**src/rtl/demux_pkg.sv**
```systemverilog
// Shared widths and types for the registered 1-to-8 bit demultiplexer.
package demux_pkg;
  localparam int SEL_W  = 3;
  localparam int WORD_W = 2**SEL_W;
  typedef logic [WORD_W-1:0] word_t;
  typedef logic [SEL_W-1:0]  idx_t;
endpackage

```
**src/rtl/decoder3_8.sv**
```systemverilog
// Combinational one-hot decode of a bit index, gated by an enable.
module decoder3_8
  import demux_pkg::*;
(
  input  idx_t  idx,
  input  logic  en,
  output word_t onehot
);
  always_comb begin
    onehot = '0;
    if (en) onehot[idx] = 1'b1;
  end
endmodule

```
**src/rtl/demux8_1_reg.sv**
```systemverilog
// Registered 1-to-8 demux / bit deserializer: addressed writes via sel,
// streaming writes via an auto-incrementing pointer.
module demux8_1_reg
  import demux_pkg::*;
#(
  parameter int SEL_W = 3
) (
  input  logic                  clk,
  input  logic                  reset,
  input  logic                  din,
  input  logic [SEL_W-1:0]      sel,
  input  logic                  wr,
  input  logic                  shift,
  input  logic                  clr,
  output logic [2**SEL_W-1:0]   out,
  output logic [SEL_W-1:0]      ptr,
  output logic                  done,
  output logic                  all_set,
  output logic                  err
);
  localparam int W = 2**SEL_W;

  logic [SEL_W-1:0] ptr_q, idx;
  logic [W-1:0]     mask_q, dec;
  logic             done_q, err_q, kill, stream, last;

  assign kill   = reset | clr;
  // wr wins a collision; the shift is dropped and ptr holds
  assign stream = shift & ~wr;
  assign last   = stream & (ptr_q == '1);
  assign idx    = wr ? sel : ptr_q;

  decoder3_8 u_dec (
    .idx    (idx),
    .en     (wr | shift),
    .onehot (dec)
  );

  for (genvar k = 0; k < W; k++) begin : g_bit
    always_ff @(posedge clk) begin
      if (kill)        out[k] <= 1'b0;
      else if (dec[k]) out[k] <= din;
    end
  end

  always_ff @(posedge clk) begin
    if (kill) begin
      ptr_q  <= '0;
      mask_q <= '0;
      done_q <= 1'b0;
      err_q  <= 1'b0;
    end else begin
      if (stream) ptr_q <= ptr_q + 1'b1;
      // completing a word restarts the coverage mask; out keeps the word
      mask_q <= last ? '0 : (mask_q | dec);
      done_q <= last;
      err_q  <= wr & shift;
    end
  end

  assign ptr     = ptr_q;
  assign done    = done_q;
  assign err     = err_q;
  assign all_set = &mask_q;
endmodule

```
**config.mk**
```make
export PLATFORM = sky130hd
export DESIGN_NAME = demux8_1_reg
export DESIGN_NICKNAME = d
export VERILOG_FILES = /design/src/rtl/demux_pkg.sv /design/src/rtl/decoder3_8.sv /design/src/rtl/demux8_1_reg.sv
export SDC_FILE = /design/constraint.sdc
export NUM_CORES = 1
export LEC_CHECK = 0
export ABC_CLOCK_PERIOD_IN_PS = 1300
export BUFFER_PORTS_ARGS = -buffer_cell sky130_fd_sc_hd__buf_4
export CAP_MARGIN = 20
export CORE_MARGIN = 3
export CORE_UTILIZATION = 50
export DETAILED_ROUTE_END_ITERATION = 12
export MAX_ROUTING_LAYER = met4
export PLACE_DENSITY = 0.8
export REMOVE_ABC_BUFFERS = 1
export SYNTH_ARGS = -nofsm -noshare
export SYNTH_HDL_FRONTEND = slang
export SYNTH_SLANG_ARGS = --single-unit
export TNS_END_PERCENT = 100
```
**constraint.sdc**
```tcl
create_clock -name clk -period 1.3 [get_ports clk]
set_input_delay 0.26 -clock clk [delete_from_list [all_inputs] [get_ports clk]]
set_output_delay 0.26 -clock clk [all_outputs]
set_load 0.01 [all_outputs]
```
# After elaboration in Yosys (flattened, before gate mapping)
# Index checks and enable logic that the tools add are counted.
dict set report op_classes {
  magnitude_cmp 2
  bitwise_logic 7
  eq_ne 1
  multipliers 0
  n_reduce_logical 3
  muxes 4
  div_mod_pow 0
  add_sub_neg 1
  shifts 0
}
# op count
set op_table {}
lappend op_table {{$mux 8} 1}
lappend op_table {{$or 8x8->8} 1}
lappend op_table {{$reduce_and 8->1} 1}
lappend op_table {{$lt 3x4->1 const B} 1}
lappend op_table {{$add 3x1->3 const B} 1}
lappend op_table {{$and 1x1->1} 3}
lappend op_table {{$demux 1 s3} 1}
lappend op_table {{$eq 3x3->1 const B} 1}
lappend op_table {{$ge 3x1->1 const B} 1}
lappend op_table {{$mux 3} 1}
lappend op_table {{$or 1x1->1} 2}
lappend op_table {{$reduce_or 2->1} 1}
lappend op_table {{$logic_and 1x1->1} 1}
lappend op_table {{$mux 1} 1}
lappend op_table {{$not 1->1} 1}
dict set report word_totals {
  out_inout_bits 14
  in_bits 9
  ramBits 0
  rom_bits 0
  mem_count 0
  regBits 21
  latchBits 0
  elab_cells 30
}

# Logic depth before layout (Yosys ltp)
# Gate-level depths: netlist (run 1).
dict set report depth {
  word_depth 7
  mapped_depth 5
  mapped_depth_nobuf 5
}

# Cells and area by module
# From an unflattened synthesis (run 1), not the netlist that was laid out.
dict set report hier_totals {
  hier_cells 85
  hier_area_um2 859.6
}
# module instances seq_area_each_um2 area_per_inst_um2 cells_per_inst
set by_module_without_submodules {}
lappend by_module_without_submodules {demux8_1_reg 1 420.4 764.5 77}
lappend by_module_without_submodules {decoder3_8 1 0.0 95.1 8}

# Least setup slack after synthesis (run 1)
# No wires, ideal clock.
dict set report synth_path {
  path_type {register -> register}
  from {register ptr_q[1] (netlist: ptr[1])}
  to {register mask_q[0]}
  required_time_ps 1176
  t_arrival_ps 1039
  synth_period_minus_slack_ps 1163
  setup_ps 124
  stages_incl_launch_ff 6
  n_path_buf 0
  setup_slack_ps 137
  cell_sequence {dfxtp_1 > ha_1 > ha_1 > nand3b_1 > nand2_1 > a21oi_1}
}
dict set report synth_between {
  elab_chain_cells 7
  word_cells_on_any_way 11
  classes_between {2 x order compare; 1 x eq/ne; 4 x mux; 2 x bitwise; 2 x reduce/logical}
}
# item line_no
set synth_lines {}
lappend synth_lines {{start, declared} demux8_1_reg.sv:23} ;# logic [SEL_W-1:0] ptr_q, idx;
lappend synth_lines {{start signal, assigned} demux8_1_reg.sv:53} ;# if (stream) ptr_q <= ptr_q + 1'b1;
lappend synth_lines {{$mux 3} demux8_1_reg.sv:31} ;# assign idx = wr ? sel : ptr_q;
lappend synth_lines {{$lt 3x4->1 (not written as such) or $ge 3x1->1 (tied branches)} decoder3_8.sv:11} ;# if (en) onehot[idx] = 1'b1;
lappend synth_lines {{$logic_and 1x1->1 (not written as such)} decoder3_8.sv:11}
lappend synth_lines {{$mux 1 (not written as such)} decoder3_8.sv:11}
lappend synth_lines {{$demux 1 s3} -}
lappend synth_lines {{$mux 8} decoder3_8.sv:11}
lappend synth_lines {{$or 8x8->8} demux8_1_reg.sv:55} ;# mask_q <= last ? '0 : (mask_q | dec);
lappend synth_lines {{end signal, assigned} demux8_1_reg.sv:55}
lappend synth_lines {{end, declared} demux8_1_reg.sv:24} ;# logic [W-1:0] mask_q, dec;
# Several ways; a longest one is shown, not always the timed one.
# A chain may end at the register's enable or synchronous reset.

# Worst setup path after layout (run 1)
dict set report layout_path {
  from {register ptr_q[2] (netlist: ptr[2])}
  to {register out[5]}
}
dict set report layout_between {
  elab_chain_cells 6
  word_cells_on_any_way 7
  classes_between {2 x order compare; 4 x mux; 1 x reduce/logical}
}
# item line_no
set layout_lines {}
lappend layout_lines {{$mux 3 (*)} demux8_1_reg.sv:31}
lappend layout_lines {{$lt 3x4->1 (not written as such) or $ge 3x1->1 (tied branches)} decoder3_8.sv:11}
lappend layout_lines {{$logic_and 1x1->1 (not written as such)} decoder3_8.sv:11}
lappend layout_lines {{$mux 1 (not written as such)} decoder3_8.sv:11}
lappend layout_lines {{$demux 1 s3 (*)} -}
lappend layout_lines {{$mux 8 (*)} decoder3_8.sv:11}
lappend layout_lines {{end signal, assigned by index} demux8_1_reg.sv:42} ;# else if (dec[k]) out[k] <= din;
lappend layout_lines {{end, declared} demux8_1_reg.sv:15} ;# output logic [2**SEL_W-1:0] out,
# Every way passes the cells marked *; elsewhere a longest branch is shown, timed or not.

==> results by group, run 1 <==
Synth
  – Dominant cells by area after synthesis: dfxtp_1 48%, mux2i_1 11%, o22ai_1 5.7%, a21oi_1 4.5%, nand2_1 4.3%
  – Post-synth ARST share: 0
  – Mapped Cells: 93
  – Leading area contributor after synthesis: dfxtp_1
  – Most common cell in the synthesized netlist: dfxtp_1
  – Primary FF master, synth: dfxtp_1
  – Syn Area/Cell: 9.48 um2
  – Netlist cell types: 21
  – Synth top area share: 0.477
  – Synth warn: 0
  – FF+latch count, synth: 21
  – Top post-synthesis cells by count: 21 x dfxtp_1, 10 x mux2i_1, 10 x nand2_1
  – Mapped Area: 882 um2
  – Sequential area share after synthesis: 0.477
  – Post-synth EDFFs: 0

Final layout
  – Area Growth Syn to Fin: 24.5%
  – Fin nets: 130
  – Final core occ: 0.697
  – Diodes inserted: 0
  – Post-layout instance area: roughly 0.0011 mm2
  – Share of layout cells above drive strength 1: 0.271

CTS
  – H-tree depth: 1
  – CTS tree: yes
  – Root buffer selected by CTS: clkbuf_4
  – Sink Count: 21
  – # Post-CTS Setup Buffers: 0
  – Worst-path clk slew: roughly 0.11 ns
  – CTS resizes: 1
  – CTS Buf Count: 3
  – Clock Path Buffers: 2
  – Worst skew pair latency: about 0.3 ns
  – Hold_buf cts: 0

Setup path
  – Critical path data arrival time: roughly 1.4 ns
  – Worst setup EP type: register
  – CP required: between 1 and 1.5 ns
  – Setup crit start kind: register
  – Max incr delay on CP: 0.46 ns
  – Crit Path Class: reg2reg
  – CP max stage cell: dfxtp_1
  – CP Max Fanout: 7
  – Crit path cell chain: nor3b_1, o22ai_1, mux2i_1
  – Worst path buffer plus inverter count: 0
  – Crit-path leading delay family: flip-flops

Place
  – RD Place Congestion: around 0.86
  – # port buffers: 22
  – DP Worst Slack: -0.0971 ns
  – Dpl hpwl: between 1000 and 1500 um
  – Cell Area, Placed: between 0.001 and 0.0015 mm2

Route
  – Residual DRC: 0
  – Initial DRT Pass Iterations: 4
  – Average wire per standard cell: approximately 14 um
  – Drt via density: approximately 5.6
  – Routed Antenna Nets: 0
  – Final wirelength: between 1500 and 2000 um
  – Via count: 753
  – DRT iter0 DRCs: 21

Power and ir drop
  – Clk pwr share: 0.284
  – Internal: approximately 800 uW
  – Power per cell area: ~970 mW/mm2
  – Gate power share: 0.099
  – Leak: about 0.0005 uW
  – Sequential fraction of design power: 0.617
  – VDD IR max: approximately 0.72 mV
  – Power Total: approximately 1100 uW
  – Switching Share: 0.231
  – Switch Pwr: between 200 and 250 uW

Die
  – Cell Rows: 14
  – Die X: 48 um
  – Core region area: ~0.0016 mm2
  – Initial Utilization: 0.560
  – Die Y-Extent: around 48 um
  – IO Count: 23
  – Die area: 0.00230 mm2

Timing
  – RSZ-0062 raised after global routing: yes
  – Endpoints failing setup: 0
  – Max frequency: 803 MHz
  – Clock Skew: 0.00119 ns
  – Relative slew margins: 0.769
  – Final worst-path setup slack: 0.0540 ns
  – Min Tclk post-route: 1.25 ns
  – Worst-Margin Slew: around 0.34 ns
  – Slew Limit Fails: 0
  – Final hold violation count: 0
  – Fin crit share: 0.958

GRT
  – Global-route wire length before repair: 3040 um
  – Total GRT Usage: 0.195
  – Largest net degree at the start of global routing: 16
  – Number of global-route vias before repair: about 670
  – Initial antenna violation count: 0
  – GRT overflow: 0

Hold path
  – Worst hold path type: in2reg

Job
  – Max Cap Viol: 0

Status
  – Outcome: complete, no violations
## cells in the final DEF (no fill, tap or decap), types with 2 or more instances in the layout
cell type,count
dfxtp_2,2
nor2_1,2
dfxtp_1,19
and3_1,2
ha_1,2
nand4_1,2
and3b_1,4
nor3b_2,2
nor3_1,5
o22ai_1,8
buf_4,23
mux2i_1,10
nand2_1,9
clkbuf_4,3
nor3b_1,2
a21oi_1,8
inv_1,8
## worst register-to-register path: stages, from the launching register on
cell and delay [ns]:
dfxtp_1 0.46, nor3b_1 0.33, o22ai_1 0.19, mux2i_1 0.15
## per-stage QoR
step / hold slack, ns / std cells / TNS [ns]
after global placement: 0.433 / 130 / -0.000709
after detailed placement: 0.445 / 130 / -0.313
final: 0.150 / 134 / 0
after global routing: 0.152 / 134 / -0.0149
after floorplan: 0.337 / 91 / 0
after CTS: 0.150 / 134 / 0
## per-layer routing
layer  up-vias  track usage  wire, um
li1        376            -         -
met1       347        0.266       876
met2        27        0.288       854
met3         3       0.0338       100
met4         0       0.0645        21
met5         -            -         0
## state kept, by name, indices dropped and copies added, names as in the netlist
name	cells
ptr	3
err	1
mask_q	8
done	1
out	8
## area by class of cell
cell class,instances,area (um2)
inverters,8,30.0
fillers,128,478
repair buffers,23,173
multi-input cells,62,427
well taps,16,20.0
clock buffers,4,26.3
flip-flops and latches,21,423
## path summary, 6_finish.rpt
kind,start,end,slack (ns),cells past startpoint
worst max-delay path,ptr[2],out[5],0.05,3
worst min-delay path,clr,ptr[0],0.15,2
worst max register to register,ptr[2],out[5],0.05,3
worst min register to register,mask_q[3],mask_q[3],0.46,2
## power by group through the flow
stage | logic (uW) | registers, uW | clock network (uW)
finish | 106 | 659 | 304
global placement | 100 | 673 | 0
CTS | 104 | 658 | 311
global route | 115 | 660 | 326
floorplan | 48.9 | 674 | 0
detailed placement | 102 | 673 | 0
## logic make-up after synthesis
kind of cell	share of synthesized area
XOR/XNOR	0.00993
flip-flops	0.477
multiplexers	0.113
buffers and inverters	0.0482
adder cells (fa/ha/maj)	0.0284
AND/OR/NAND/NOR	0.221
AO/OA/AOI/OAI	0.102
(Power assumes the default switching activity.)
==> run 2: changes to the inputs <==
Settings changed: MAX_ROUTING_LAYER met4 to unset, RECOVER_POWER set to 25.
==> results by group, run 2 (synthesized netlist as in run 1, its figures left out) <==
Status
  – Outcome: complete, no violations

CTS
  – Hold_buf cts: 0
  – Worst-path clk slew: between 0.1 and 0.15 ns
  – Clock Path Buffers: 2
  – Worst skew pair latency: about 0.30 ns
  – Sink Count: 21
  – CTS tree: yes
  – H-tree depth: 1
  – CTS Buf Count: 3
  – Root buffer selected by CTS: clkbuf_4

Route
  – Average wire per standard cell: approximately 14 um
  – Residual DRC: 0
  – Drt via density: between 5 and 6
  – Via count: 753
  – Final wirelength: roughly 1900 um
  – DRT iter0 DRCs: 21
  – Initial DRT Pass Iterations: 4
  – Routed Antenna Nets: 0

GRT
  – Largest net degree at the start of global routing: 16
  – GRT overflow: 0
  – Total GRT Usage: 0.189
  – Number of global-route vias before repair: around 670
  – Global-route wire length before repair: 3040 um
  – Initial antenna violation count: 0

Timing
  – Slew Limit Fails: 0
  – Max frequency: approximately 800 MHz
  – Worst-Margin Slew: approximately 0.34 ns
  – Final hold violation count: 0
  – Clock Skew: 0.00119 ns
  – Fin crit share: 0.958
  – Min Tclk post-route: approximately 1.2 ns
  – Endpoints failing setup: 0
  – Relative slew margins: 0.769
  – RSZ-0062 raised after global routing: yes

Place
  – RD Place Congestion: 0.845
  – Cell Area, Placed: 0.00106 mm2
  – # port buffers: 22
  – Dpl hpwl: around 1400 um

Setup path
  – Worst setup EP type: register
  – Number of cells on the worst reg-to-reg path: 3
  – Flop2flop setup slack: between 0.05 and 0.06 ns
  – Crit Path Class: reg2reg
  – CP Max Fanout: 7
  – Reg-to-reg startpoint: ptr[2]
  – Setup crit start kind: register
  – Critical path data arrival time: 1.43 ns
  – FF-to-FF End: out[5]
  – CP required: between 1 and 1.5 ns

Final layout
  – Commonest non-fill, non-tap cell in the layout: buf_4
  – Commonest non-fill, non-tap cells in the layout: 23 x buf_4, 19 x dfxtp_1, 10 x mux2i_1, 9 x nand2_1
  – Area Growth Syn to Fin: 24.5%
  – Post-layout instance area: around 0.0011 mm2
  – Diodes inserted: 0
  – Share of layout cells above drive strength 1: 0.271
  – Fin nets: 130
  – Final core occ: 0.697

Die
  – Die X: around 48 um
  – IO Count: 23
  – Cell Rows: 14
  – Die Y-Extent: approximately 48 um
  – Initial Utilization: 0.560
  – Die area: ~0.0023 mm2
  – Core region area: approximately 0.0016 mm2

Power and ir drop
  – VDD IR max: 0.720 mV
  – Power Total: between 1000 and 1500 uW
  – Power per cell area: roughly 970 mW/mm2
  – Leak: 0.000503 uW

Hold path
  – Hold Startpoint: clr
  – Worst hold path type: in2reg
  – Hold Crit Endpoint: ptr[0]
  – Hold depth: 2

Job
  – Max Cap Viol: 0
run 2: cell counts in the layout (fill, tap and decap cells not counted):
No cell type changed its count.
run 2: area by class of cell:
class,instances,area (um2)
multi-input cells,62,427
clock buffers,4,26.3
flip-flops and latches,21,423
repair buffers,23,173
well taps,16,20.0
inverters,8,30.0
fillers,128,478
run 2: how the worst max path moves through the flow:
stage,start,to,slack (ns),cells after the start
2_1_floorplan,ptr[0],mask_q[0],0.13,5
3_3_place_gp,ptr[0],mask_q[0],-0.0007,5
3_5_place_dp,wr,out[0],-0.1,4
4_1_cts,ptr[1],mask_q[7],0.01,5
5_1_grt,ptr[2],out[5],-0.01,3
6_report,ptr[2],out[5],0.05,3
run 2: timing repair:
item                                    4_1_cts  5_1_grt
gates resized for setup                       1        3
setup buffers                                 0        0
endpoints found under the setup margin        4       10
pin swaps                                     0        0
run 2: worst max-delay path, cell delays in order (launching register included):
cell and delay [ns]:
dfxtp_1 0.46, nor3b_1 0.33, o22ai_1 0.19, mux2i_1 0.15
run 2: metal layers:
metal  up-vias  routed length, um  global-route usage
met4         0                 21              0.0645
met5         -                  0                   0
met3         3                107              0.0376
li1        376                  -                   -
met1       347                869               0.264
met2        27                854               0.288
run 2: where the power goes:
part,internal (uW),switching (uW),total (uW)
sequential,652,6.24,659
combinational,49.0,56.5,106
clock,120,184,304
total,821,247,1070
run 2: stage by stage:
step | setup slack [ns] | cells | setup TNS [ns] | hold WS (ns)
floorplan | 0.130 | 91 | 0 | 0.337
CTS | 0.00964 | 134 | 0 | 0.150
global placement | -0.000709 | 130 | -0.000709 | 0.433
detailed placement | -0.0971 | 130 | -0.313 | 0.445
finish | 0.0541 | 134 | 0 | 0.150
global route | -0.0149 | 134 | -0.0149 | 0.152
